## src/rtl/video_pkg.sv

```systemverilog
// video_pkg: shared constants and types for the video output path.
//   VGA visible-area size, framebuffer word width, derived words per frame,
//   default colours and the fetch FSM state encoding.
package video_pkg;

  localparam int H_DISPLAY       = 640;
  localparam int V_DISPLAY       = 480;
  localparam int WORD_W          = 16;
  localparam int WORDS_PER_FRAME = H_DISPLAY * V_DISPLAY / WORD_W;
  localparam int WLEFT_W         = 16;

  localparam logic [2:0] COLOR_FG = 3'b111;
  localparam logic [2:0] COLOR_BG = 3'b000;

  typedef enum logic {
    FETCH_IDLE,
    FETCH_REQ
  } fetch_state_e;

endpackage

```

## src/rtl/video_fetch_ctrl.sv

```systemverilog
// video_fetch_ctrl: framebuffer fetch engine with a one-word prefetch buffer.
//   clk, reset     : pixel clock, synchronous active-high reset
//   frame_start    : restart address counter / word budget, flush buffer
//   load_shifter   : shifter is taking next_word this cycle (if valid)
//   mem_req/addr   : read request held until mem_ack
//   mem_ack/data   : one-cycle acknowledge with read data
//   next_word/valid: prefetch buffer handed to the shifter
module video_fetch_ctrl #(
  parameter int                WORD_W          = video_pkg::WORD_W,
  parameter int                ADDR_W          = 15,
  parameter logic [ADDR_W-1:0] BASE_ADDR       = '0,
  parameter int                WORDS_PER_FRAME = video_pkg::WORDS_PER_FRAME
) (
  input  logic              clk,
  input  logic              reset,
  input  logic              frame_start,
  input  logic              load_shifter,
  input  logic              mem_ack,
  input  logic [WORD_W-1:0] mem_data,
  output logic              mem_req,
  output logic [ADDR_W-1:0] mem_addr,
  output logic [WORD_W-1:0] next_word,
  output logic              next_valid
);
  import video_pkg::*;

  fetch_state_e        state;
  logic [ADDR_W-1:0]   addr_cnt;
  logic [WLEFT_W-1:0]  words_left;
  logic                discard;

  always_ff @(posedge clk) begin
    if (reset) begin
      state      <= FETCH_IDLE;
      mem_req    <= 1'b0;
      mem_addr   <= BASE_ADDR;
      addr_cnt   <= BASE_ADDR;
      words_left <= '0;
      discard    <= 1'b0;
      next_word  <= '0;
      next_valid <= 1'b0;
    end else begin
      // Buffer drained by the shifter; the idle check below still sees the
      // pre-edge value, so the refill request starts one cycle later.
      if (load_shifter && next_valid)
        next_valid <= 1'b0;

      case (state)
        FETCH_IDLE: begin
          if (!next_valid && words_left != '0 && !frame_start) begin
            state    <= FETCH_REQ;
            mem_req  <= 1'b1;
            mem_addr <= addr_cnt;
          end
        end
        FETCH_REQ: begin
          if (mem_ack) begin
            state   <= FETCH_IDLE;
            mem_req <= 1'b0;
            if (discard) begin
              discard <= 1'b0;
            end else if (!frame_start) begin
              // An ack coinciding with frame_start belongs to the old frame.
              next_word  <= mem_data;
              next_valid <= 1'b1;
              addr_cnt   <= addr_cnt + ADDR_W'(1);
              if (words_left != '0)
                words_left <= words_left - WLEFT_W'(1);
            end
          end
        end
        default: state <= FETCH_IDLE;
      endcase

      if (frame_start) begin
        addr_cnt   <= BASE_ADDR;
        words_left <= WLEFT_W'(WORDS_PER_FRAME);
        next_valid <= 1'b0;
        // Request in flight cannot be aborted; drop its data when it lands.
        if (state == FETCH_REQ && !mem_ack)
          discard <= 1'b1;
      end
    end
  end

endmodule

```

## src/rtl/video_shifter.sv

```systemverilog
// video_shifter: serialises framebuffer words into MSB-first pixels.
//   clk, reset    : pixel clock, synchronous active-high reset
//   display_on    : visible-area flag, gates shifting and rgb
//   load_shifter  : moves prefetch word into the shifter
//   frame_start   : restarts the fetch address sequence
//   mem_*         : video RAM request/acknowledge read port
//   rgb           : registered pixel colour
//   underrun      : sticky, set when a load finds the buffer empty
module video_shifter #(
  parameter int                WORD_W          = video_pkg::WORD_W,
  parameter int                ADDR_W          = 15,
  parameter logic [ADDR_W-1:0] BASE_ADDR       = '0,
  parameter int                WORDS_PER_FRAME = video_pkg::WORDS_PER_FRAME,
  parameter logic [2:0]        FG_COLOR        = video_pkg::COLOR_FG,
  parameter logic [2:0]        BG_COLOR        = video_pkg::COLOR_BG
) (
  input  logic              clk,
  input  logic              reset,
  input  logic              display_on,
  input  logic              load_shifter,
  input  logic              frame_start,
  output logic              mem_req,
  output logic [ADDR_W-1:0] mem_addr,
  input  logic              mem_ack,
  input  logic [WORD_W-1:0] mem_data,
  output logic [2:0]        rgb,
  output logic              underrun
);
  import video_pkg::*;

  logic [WORD_W-1:0] next_word;
  logic              next_valid;
  logic [WORD_W-1:0] shift_reg;

  video_fetch_ctrl #(
    .WORD_W          (WORD_W),
    .ADDR_W          (ADDR_W),
    .BASE_ADDR       (BASE_ADDR),
    .WORDS_PER_FRAME (WORDS_PER_FRAME)
  ) u_fetch (
    .clk          (clk),
    .reset        (reset),
    .frame_start  (frame_start),
    .load_shifter (load_shifter),
    .mem_ack      (mem_ack),
    .mem_data     (mem_data),
    .mem_req      (mem_req),
    .mem_addr     (mem_addr),
    .next_word    (next_word),
    .next_valid   (next_valid)
  );

  always_ff @(posedge clk) begin
    if (reset) begin
      shift_reg <= '0;
      underrun  <= 1'b0;
      rgb       <= 3'b000;
    end else begin
      if (load_shifter) begin
        if (next_valid) begin
          shift_reg <= next_word;
        end else begin
          shift_reg <= '0;
          underrun  <= 1'b1;
        end
      end else if (display_on) begin
        shift_reg <= {shift_reg[WORD_W-2:0], 1'b0};
      end
      // rgb reflects the MSB as it stood before this edge's load/shift.
      rgb <= display_on ? (shift_reg[WORD_W-1] ? FG_COLOR : BG_COLOR) : 3'b000;
    end
  end

endmodule

```

## config.mk

```make
export PLATFORM = sky130hd
export DESIGN_NAME = video_shifter
export DESIGN_NICKNAME = d
export VERILOG_FILES = /design/src/rtl/video_pkg.sv /design/src/rtl/video_fetch_ctrl.sv /design/src/rtl/video_shifter.sv
export SDC_FILE = /design/constraint.sdc
export NUM_CORES = 1
export LEC_CHECK = 0
export BUFFER_PORTS_ARGS = -buffer_cell sky130_fd_sc_hd__clkbuf_2
export CAP_MARGIN = 25
export CORE_MARGIN = 2
export CORE_UTILIZATION = 55
export CTS_BUF_LIST = sky130_fd_sc_hd__clkbuf_4 sky130_fd_sc_hd__clkbuf_8 sky130_fd_sc_hd__clkbuf_16
export DETAILED_ROUTE_END_ITERATION = 10
export PLACE_DENSITY_LB_ADDON = 0.08
export SYNTH_ARGS = -nofsm -noshare
export SYNTH_HDL_FRONTEND = slang
export SYNTH_SLANG_ARGS = --single-unit
```

## constraint.sdc

```tcl
create_clock -name clk -period 4.8 [get_ports clk]
set_clock_uncertainty 0.2 [all_clocks]
set_input_delay 0.48 -clock clk [delete_from_list [all_inputs] [get_ports clk]]
set_output_delay 0.48 -clock clk [all_outputs]
set_load 0.05 [all_outputs]
```

# ---- Word-level counts from Yosys, hierarchy flattened
# Index checks and enable logic that the tools add are counted.
dict set report op_classes {
  addsub 2
  mul 0
  div_mod_pow 0
  order_cmp 0
  n_eq_ne 3
  shifts 0
  n_mux 23
  bitwise 5
  n_reduce_logical 21
}
# cell count
set op_table {}
lappend op_table {{15-bit two-way mux} 5}
lappend op_table {{16-bit two-way mux} 3}
lappend op_table {{16-bit nonzero test} 1}
lappend op_table {{16-bit by 1-bit subtractor with 16-bit output (second input constant)} 1}
lappend op_table {{15-bit by 1-bit adder with 15-bit output (second input constant)} 1}
lappend op_table {{1-bit two-way mux} 12}
lappend op_table {{4-bit AND reduction} 3}
lappend op_table {{2-bit nonzero test} 4}
lappend op_table {{2-bit AND reduction} 3}
lappend op_table {{1-bit inverter} 5}
lappend op_table {{1-bit logical AND} 4}
lappend op_table {{2-bit inequality test (second input constant)} 2}
lappend op_table {{1-bit one-hot mux with 2 select lines} 2}
lappend op_table {{2-bit OR reduction} 2}
lappend op_table {{1-bit zero test} 3}
lappend op_table {{3-bit two-way mux} 1}
lappend op_table {{3-bit AND reduction} 1}
lappend op_table {{2-bit by 1-bit inequality test with 1-bit output (second input constant)} 1}
dict set report word_totals {
  register_bits 86
  latchBits 0
  ram_bits 0
  mem_bits_ro 0
  input_bits 22
  output_inout_bits 20
  elab_cells 66
  mem_count 0
}

# ---- Longest topological paths before layout
# Gate-level depths: netlist of the first run.
dict set report depth {
  ltp_word 6
  depth_mapped 8
  ltp_nobuf 7
}

# ---- Cells and area by module
# From an unflattened synthesis of the first run, not the netlist that was laid out.
dict set report unflattened {
  hier_cells 417
  hier_area_um2 3687.3
}
# module n_inst cells_per_inst area_each_um2 seq_area_each_um2
set modules_own_cells {}
lappend modules_own_cells {video_fetch_ctrl 1 336 2836.5 1321.3}
lappend modules_own_cells {video_shifter 1 81 850.8 360.3}

# ---- Worst setup path before layout of the first run
# Ideal clock, no wire load.
dict set report synth_timing {
  kind {register to register}
  from {register u_fetch.words_left[0]}
  to {register u_fetch.mem_addr[0]}
  setup_ns 0.138
  t_arrival_ns 1.913
  required_time_ns 4.462
  slack_ns 2.549
  path_stages_with_launch 9
  n_path_buf 1
  period_less_slack_ns 2.251
  cell_sequence {dfxtp_1 -> inv_1 -> ha_1 -> or3b_2 -> nand3b_1 -> o21a_1 -> buf_2 -> nand2_1 -> a21oi_2}
}
dict set report synth_via {
  elab_chain_cells 4
}
# element line
set synth_rtl {}
lappend synth_rtl {{start, declared} video_fetch_ctrl.sv:29} ;# logic [WLEFT_W-1:0] words_left;
lappend synth_rtl {{start signal, assigned} video_fetch_ctrl.sv:68} ;# words_left <= words_left - WLEFT_W'(1);
lappend synth_rtl {{start signal, assigned} video_fetch_ctrl.sv:77} ;# words_left <= WLEFT_W'(WORDS_PER_FRAME);
lappend synth_rtl {{16-bit nonzero test} video_fetch_ctrl.sv:50} ;# if (!next_valid && words_left != '0 && !frame_start) begin
lappend synth_rtl {{1-bit logical AND (2 in a row)} video_fetch_ctrl.sv:50}
lappend synth_rtl {{2-bit AND reduction (no line)} -}
lappend synth_rtl {{end signal, assigned} video_fetch_ctrl.sv:53} ;# mem_addr <= addr_cnt;
lappend synth_rtl {{end, declared} video_fetch_ctrl.sv:21} ;# output logic [ADDR_W-1:0] mem_addr,
# No other way between the ends.
# A chain may end at the register's enable or synchronous reset.

# ---- Final worst setup path of the first run
dict set report layout_timing {
  from {register u_fetch.words_left[0]}
  to {register u_fetch.mem_addr[13]}
}
# The elaborated chain is that of the path after synthesis.

==> metrics.md, run 1 <==
| Metric | Value |
|---|---|
| Status | finished clean |
| Maximum clock rate | 0.3793 GHz |
| Async set-or-reset flop fraction in the synthesized netlist | 0% |
| CP max FO | 17 |
| Power density cells | 344.5 nW/um^2 |
| Minimum clock period after layout | 2636 ps |
| RSZ-0062 raised after global routing | no |
| # diodes | 0 |
| VDD IR-drop max | 0.2332 mV |
| Synth Instances | 412 |
| Hold Vio Cnt, Final | 0 |
| EDFF count, synth | 0 |
| Post-DR vias/cell | 5.229 |
| Row count | 29 |
| CP startpoint | u_fetch.words_left[0] |
| Remaining antenna violation count | 0 |
| Final Cycle Share | 54.92% |
| Reg-to-Reg Start | u_fetch.words_left[0] |
| Sequential fraction of the synthesis area | 48.22% |
| Clk buf depth | 2 |
| Post-CTS setup buffers | 0 |
| Startpoint types | register |
| Antenna violations before repair | 0 |
| Clk sink count | 84 |
| Share of cells above drive strength 1 | 18.61% |
| GRT overflow | 0 |
| Pins Over Slew Limit | 0 |
| Clk_lat worst skew | 340 ps |
| Final setup violation count | 0 |
| Ys Warns | 0 |
| Vias post-DR | 2735 |
| Starting density of the core | 55.87% |
| Total power | 1.342 mW |
| Hold_buf cts | 0 |
| Post-Route Setup TNS | 0 ps |
| Most used DFF post-synth | dfxtp_1 |
| DRT Pass-1 Iters | 4 |
| Max_slew headroom | 50.35% |
| CP Capture Type | register |
| Initial DRC Count | 119 |
| Post-CTS sizing | 0 |
| Leakage power | 1.459 nW |
| Syn_nets | 436 |
| CTS H-tree depth | 3 |
| Vias in the first global route | 2558 |
| Largest net degree at the start of global routing | 58 |
| Global-route wire length before repair | 11410 um |
| Worst Path Class, Setup | register to register |
| Die width | 83.63 um |
| I/O Buffers | 41 |
| Area growth, synth to finish | 11.73% |
| Final nets | 465 |
| Hold wc startpoint | mem_data[1] |
| Die height | 83.63 um |
| DPL Wire Length | 4304 um |
| GRT Overall Usage | 19.59% |
| Cell Area, Synth | 3487 sq um |
| Critical Path AT | 2710 ps |
| GP Congestion | 0.7995 |
| HP Class | primary input to register |
| Drt total wl | 6584 um |
| Worst-margin pin slew | 743.7 ps |
| Core area | 6241 sq um |
| I/O pin cnt | 42 |
| CTS tree | done |
| Root buffer cell | clkbuf_8 |
| Avg Cell Area, Syn | 8.464 sq um |
| Clock transition at path regs | 80 ps |
| Drt drc | 0 |
| Die area | 6993 sq um |
| Register bit total from synthesis | 84 |
| DR WL/cell | 12.59 um |
| Cts bufs inserted | 9 |
| CP Data Required Time | 4870 ps |
| Cell variety after synth | 41 |
| Max-cap violations | 0 |
worst max-delay path: stages (launching register included):
cell      delay (ps)
dfxtp_1          350
inv_1             70
ha_1             170
or3b_2           480
nand3b_1         430
o21ai_4          610
nand2_1          110
a21oi_1          150
layer usage:
| layer | track usage (%) | wire length [um] |
|---|---|---|
| met5 | 0 | 0 |
| met4 | 5.718 | 68 |
| met3 | 5.045 | 234 |
| met2 | 32.44 | 3150 |
| met1 | 25.31 | 3131 |
cells in the mapped netlist, types with 2 or more instances:
cell type / instances / area [sq um]
a21oi_2: 8 / 70.07
a211oi_1: 2 / 15.01
buf_4: 2 / 15.01
a31oi_1: 18 / 112.6
dfxtp_1: 84 / 1682
nand2b_1: 2 / 12.51
nand2_2: 8 / 50.05
nand2_1: 69 / 259.0
a21oi_1: 33 / 165.2
or2_2: 4 / 25.02
nand3b_1: 2 / 15.01
ha_1: 2 / 25.02
xor2_1: 20 / 175.2
nor2_1: 68 / 255.2
or3_1: 3 / 18.77
clkbuf_1: 19 / 71.32
o211ai_1: 3 / 22.52
nand4b_1: 2 / 17.52
mux2i_1: 15 / 150.1
buf_6: 2 / 22.52
nand3_1: 3 / 15.01
nor3_1: 4 / 20.02
xnor2_1: 6 / 52.55
o21a_1: 2 / 15.01
nor4_1: 4 / 25.02
inv_1: 6 / 22.52
nand4_1: 6 / 37.54
o21ai_1: 2 / 10.01
cell families after synthesis:
logic type | after synthesis | share of synthesized area, %
compound gates | 73 | 13.13
flops | 84 | 48.22
fa+ha+maj | 2 | 0.7175
buf+inv | 31 | 4.018
simple gates | 181 | 23.07
xor+xnor | 26 | 6.530
mux | 15 | 4.306
stage by stage:
step	hold WS [ps]	cell area [sq um]	util, %	setup WS, ps	instances
after floorplan	209.0	3487	-	2549	412
after global placement	222.3	3679	58.94	2305	506
after detailed placement	225.2	3679	58.94	2206	506
after CTS	139.3	3889	62.31	2162	522
after global routing	144.6	3896	62.43	1936	523
final	150.0	3896	62.43	2164	523
path summary, 6_finish.rpt:
path	end	slack [ps]	depth (start not counted)
setup / recovery	u_fetch.mem_addr[13]	2160	7
hold / removal	u_fetch.next_word[1]	150	3
setup reg to reg	u_fetch.mem_addr[13]	2160	7
hold reg to reg	rgb[1]	240	2
layout make-up:
type,count,area [sq um]
Fill cell,549,2345
Inverter,6,22.52
Sequential cell,84,1682
Timing Repair Buffer,43,220.2
Multi-Input combinational cell,297,1665
Clock inverter,3,43.79
Clock buffer,13,166.4
Tap cell,77,96.34
placed cells by master (no fill, tap or decap), types with 8 or more instances in the layout:
cell       n
nor2_1    68
a21oi_1   33
dfxtp_1   84
a21oi_2    8
a31oi_1   18
xor2_1    20
clkbuf_2  41
nand2_1   69
clkbuf_8  11
nand2_2    8
mux2i_1   15
report_power, final:
part | switching [mW] | total (mW) | internal [mW]
clock network | 0.235 | 0.517 | 0.282
registers | 0.0107 | 0.718 | 0.708
logic | 0.0739 | 0.107 | 0.0332
total | 0.320 | 1.34 | 1.02
Power figures use the tool's default switching activity.
==> run 2: changes to the inputs <==
- clock period: 4.8 -> 2.5 ns (I/O delays scaled with it)
==> metrics.md, run 2 (same netlist as run 1, synthesis figures left out) <==
| Metric | Value |
|---|---|
| Post-DR vias/cell | 5.278 (+0.94%) |
| RSZ-0062 raised after global routing | no |
| Routed wl met2 | 3222 um (+2.3%) |
| Final nets | 489 (+5.2%) |
| Leakage power | 1.565 nW (+7.3%) |
| Status | finished clean |
| Routed met1 length | 3287 um (+5.0%) |
| Clk_lat worst skew | 350 ps (about the same) |
| Antenna violations before repair | 0 (unchanged) |
| Critical Path AT | 2330 ps (-380 ps) |
| Die height | 83.63 um (unchanged) |
| Fin util | 66.18% (+3.7 points) |
| Final setup margin | 180.1 ps (-1983 ps) |
| CP max FO | 7 (-10) |
| Clk sink count | 84 (unchanged) |
| Most frequent cells in the layout | dfxtp_1, nand2_1, nor2_1, clkbuf_2, a21oi_1 |
| Drt total wl | 6835 um (+3.8%) |
| Vias post-DR | 2882 (+5.4%) |
| Share of cells above drive strength 1 | 18.98% (+0.37 points) |
| Maximum clock rate | 0.4311 GHz (+14%) |
| Max_slew headroom | 57.87% (+7.5 points) |
| Clock transition at path regs | 80 ps (about the same) |
| Place WS | 217.0 ps (-1989 ps) |
| Post-CTS sizing | 0 (unchanged) |
| I/O Buffers | 41 (unchanged) |
| Starting density of the core | 55.87% (unchanged) |
| Most common cell type on the critical path | or3_1 |
| Crit-path max cell delay | 580 ps (-30 ps) |
| Post-Route Setup TNS | 0 ps (unchanged) |
| Post-CTS setup buffers | 0 (unchanged) |
| # diodes | 0 (unchanged) |
| Initial DRC Count | 77 (-35%) |
| I/O pin cnt | 42 (unchanged) |
| GRT overflow | 0 (unchanged) |
| Cts bufs inserted | 9 (unchanged) |
| Final Cycle Share | 92.79% (+38 points) |
| CP Capture Type | register |
| Critical Path, Cell by Cell | or4_4 -> or3_1 -> buf_4 -> o21ai_1 -> or3_1 -> a31oi_1 |
| CTS H-tree depth | 3 (unchanged) |
| Drt drc | 0 (unchanged) |
| Worst-margin pin slew | 632.0 ps (-111.7 ps) |
| Fill count | 545 (-0.73%) |
| Hold Vio Cnt, Final | 0 (unchanged) |
| HP Class | primary input to register |
| Total power | 2.655 mW (+98%) |
| Largest net degree at the start of global routing | 57 (-1.7%) |
| CP Data Required Time | 2510 ps (-2360 ps) |
| Die width | 83.63 um (unchanged) |
| Crit-path leading delay family | simple AND/OR/NAND/NOR gates |
| Die area | 6993 sq um (unchanged) |
| R2R depth | 6 (-1) |
| DRT Pass-1 Iters | 4 (unchanged) |
| Hold path cells | 3 (unchanged) |
| Remaining antenna violation count | 0 (unchanged) |
| Global-route wire length before repair | 12100 um (+6.0%) |
| CTS tree | done |
| Pins Over Slew Limit | 0 (unchanged) |
| VDD IR-drop max | 0.3868 mV (+66%) |
| Commonest non-fill, non-tap cell in the layout | dfxtp_1 |
| Minimum clock period after layout | 2320 ps (-316.5 ps) |
| GP Congestion | 0.7874 (-1.5%) |
| Row count | 29 (unchanged) |
| Uppermost layer routed | met4 |
| Max-cap violations | 0 (unchanged) |
| Area growth, synth to finish | 18.44% |
| Buf/Inv on CP | 1 (unchanged) |
| Clk buf depth | 2 (unchanged) |
| Worst Path Class, Setup | register to register |
| Root buffer cell | clkbuf_8 |
| Startpoint types | register |
| Critical path's slowest cell | or4_4 |
| DPL Wire Length | 4408 um (+2.4%) |
| WP depth | 6 (-1) |
| DR WL/cell | 12.52 um (-0.56%) |
| GRT Overall Usage | 20.78% (+1.2 points) |
| Vias in the first global route | 2724 (+6.5%) |
| Final setup violation count | 0 (unchanged) |
| Power density cells | 642.8 nW/um^2 (+87%) |
| Met3 wire length | 231 um (-1.3%) |
| Core area | 6241 sq um (unchanged) |
run 2: repair_timing:
| action | in CTS | in global routing |
|---|---|---|
| hold buffers | 17 | 0 |
| endpoints found under the hold margin | 17 | 0 |
| endpoints found under the setup margin | 0 | 0 |
run 2: worst register-to-register path, delay by kind of cell (launching register included):
family                 cells  cell delay (ps)
AOI/OAI and AO/OA          2              320
buffers and inverters      1              200
DFF                        1              340
and+or+nand+nor            3             1140
run 2: per-layer routing:
| layer | track usage, % | up-vias |
|---|---|---|
| met3 | 3.462 | 10 |
| met4 | 7.918 | 0 |
| li1 | - | 1490 |
| met1 | 27.25 | 1335 |
| met5 | 0 | - |
| met2 | 34.40 | 47 |
run 2: final cells by class:
type	count	area, sq um	share of cell area (%)
flip-flops and latches	84	1682	40.71
multi-input cells	297	1665	40.32
repair buffers	67	455.4	11.03
clock buffers	10	131.4	3.181
well taps	77	96.34	2.333
clock inverters	5	77.57	1.878
inverters	6	22.52	0.5453
run 2: path summary, 6_finish.rpt:
check	startpoint	to	slack (ps)
worst min-delay path	frame_start	u_fetch.words_left[14]	70
worst min register to register	shift_reg[15]	rgb[1]	230
worst max-delay path	u_fetch.words_left[4]	u_fetch.words_left[8]	180
worst max register to register	u_fetch.words_left[4]	u_fetch.words_left[8]	180
run 2: where the power goes:
part	leakage [nW]	total [mW]	internal, mW	switching, mW
Combinational	0.780	0.251	0.0995	0.151
Sequential	0.679	1.38	1.36	0.0182
Clock	0.106	1.03	0.565	0.463
Total	1.56	2.66	2.02	0.632
run 2: metrics by stage:
step / instances / instance area (sq um) / hold slack (ps)
after detailed placement: 514 / 3751 / 220.0
after global placement: 514 / 3751 / 220.5
after CTS: 546 / 4130 / 65.30
after floorplan: 412 / 3487 / 150.1
final: 546 / 4130 / 69.85
after global routing: 546 / 4130 / 93.33
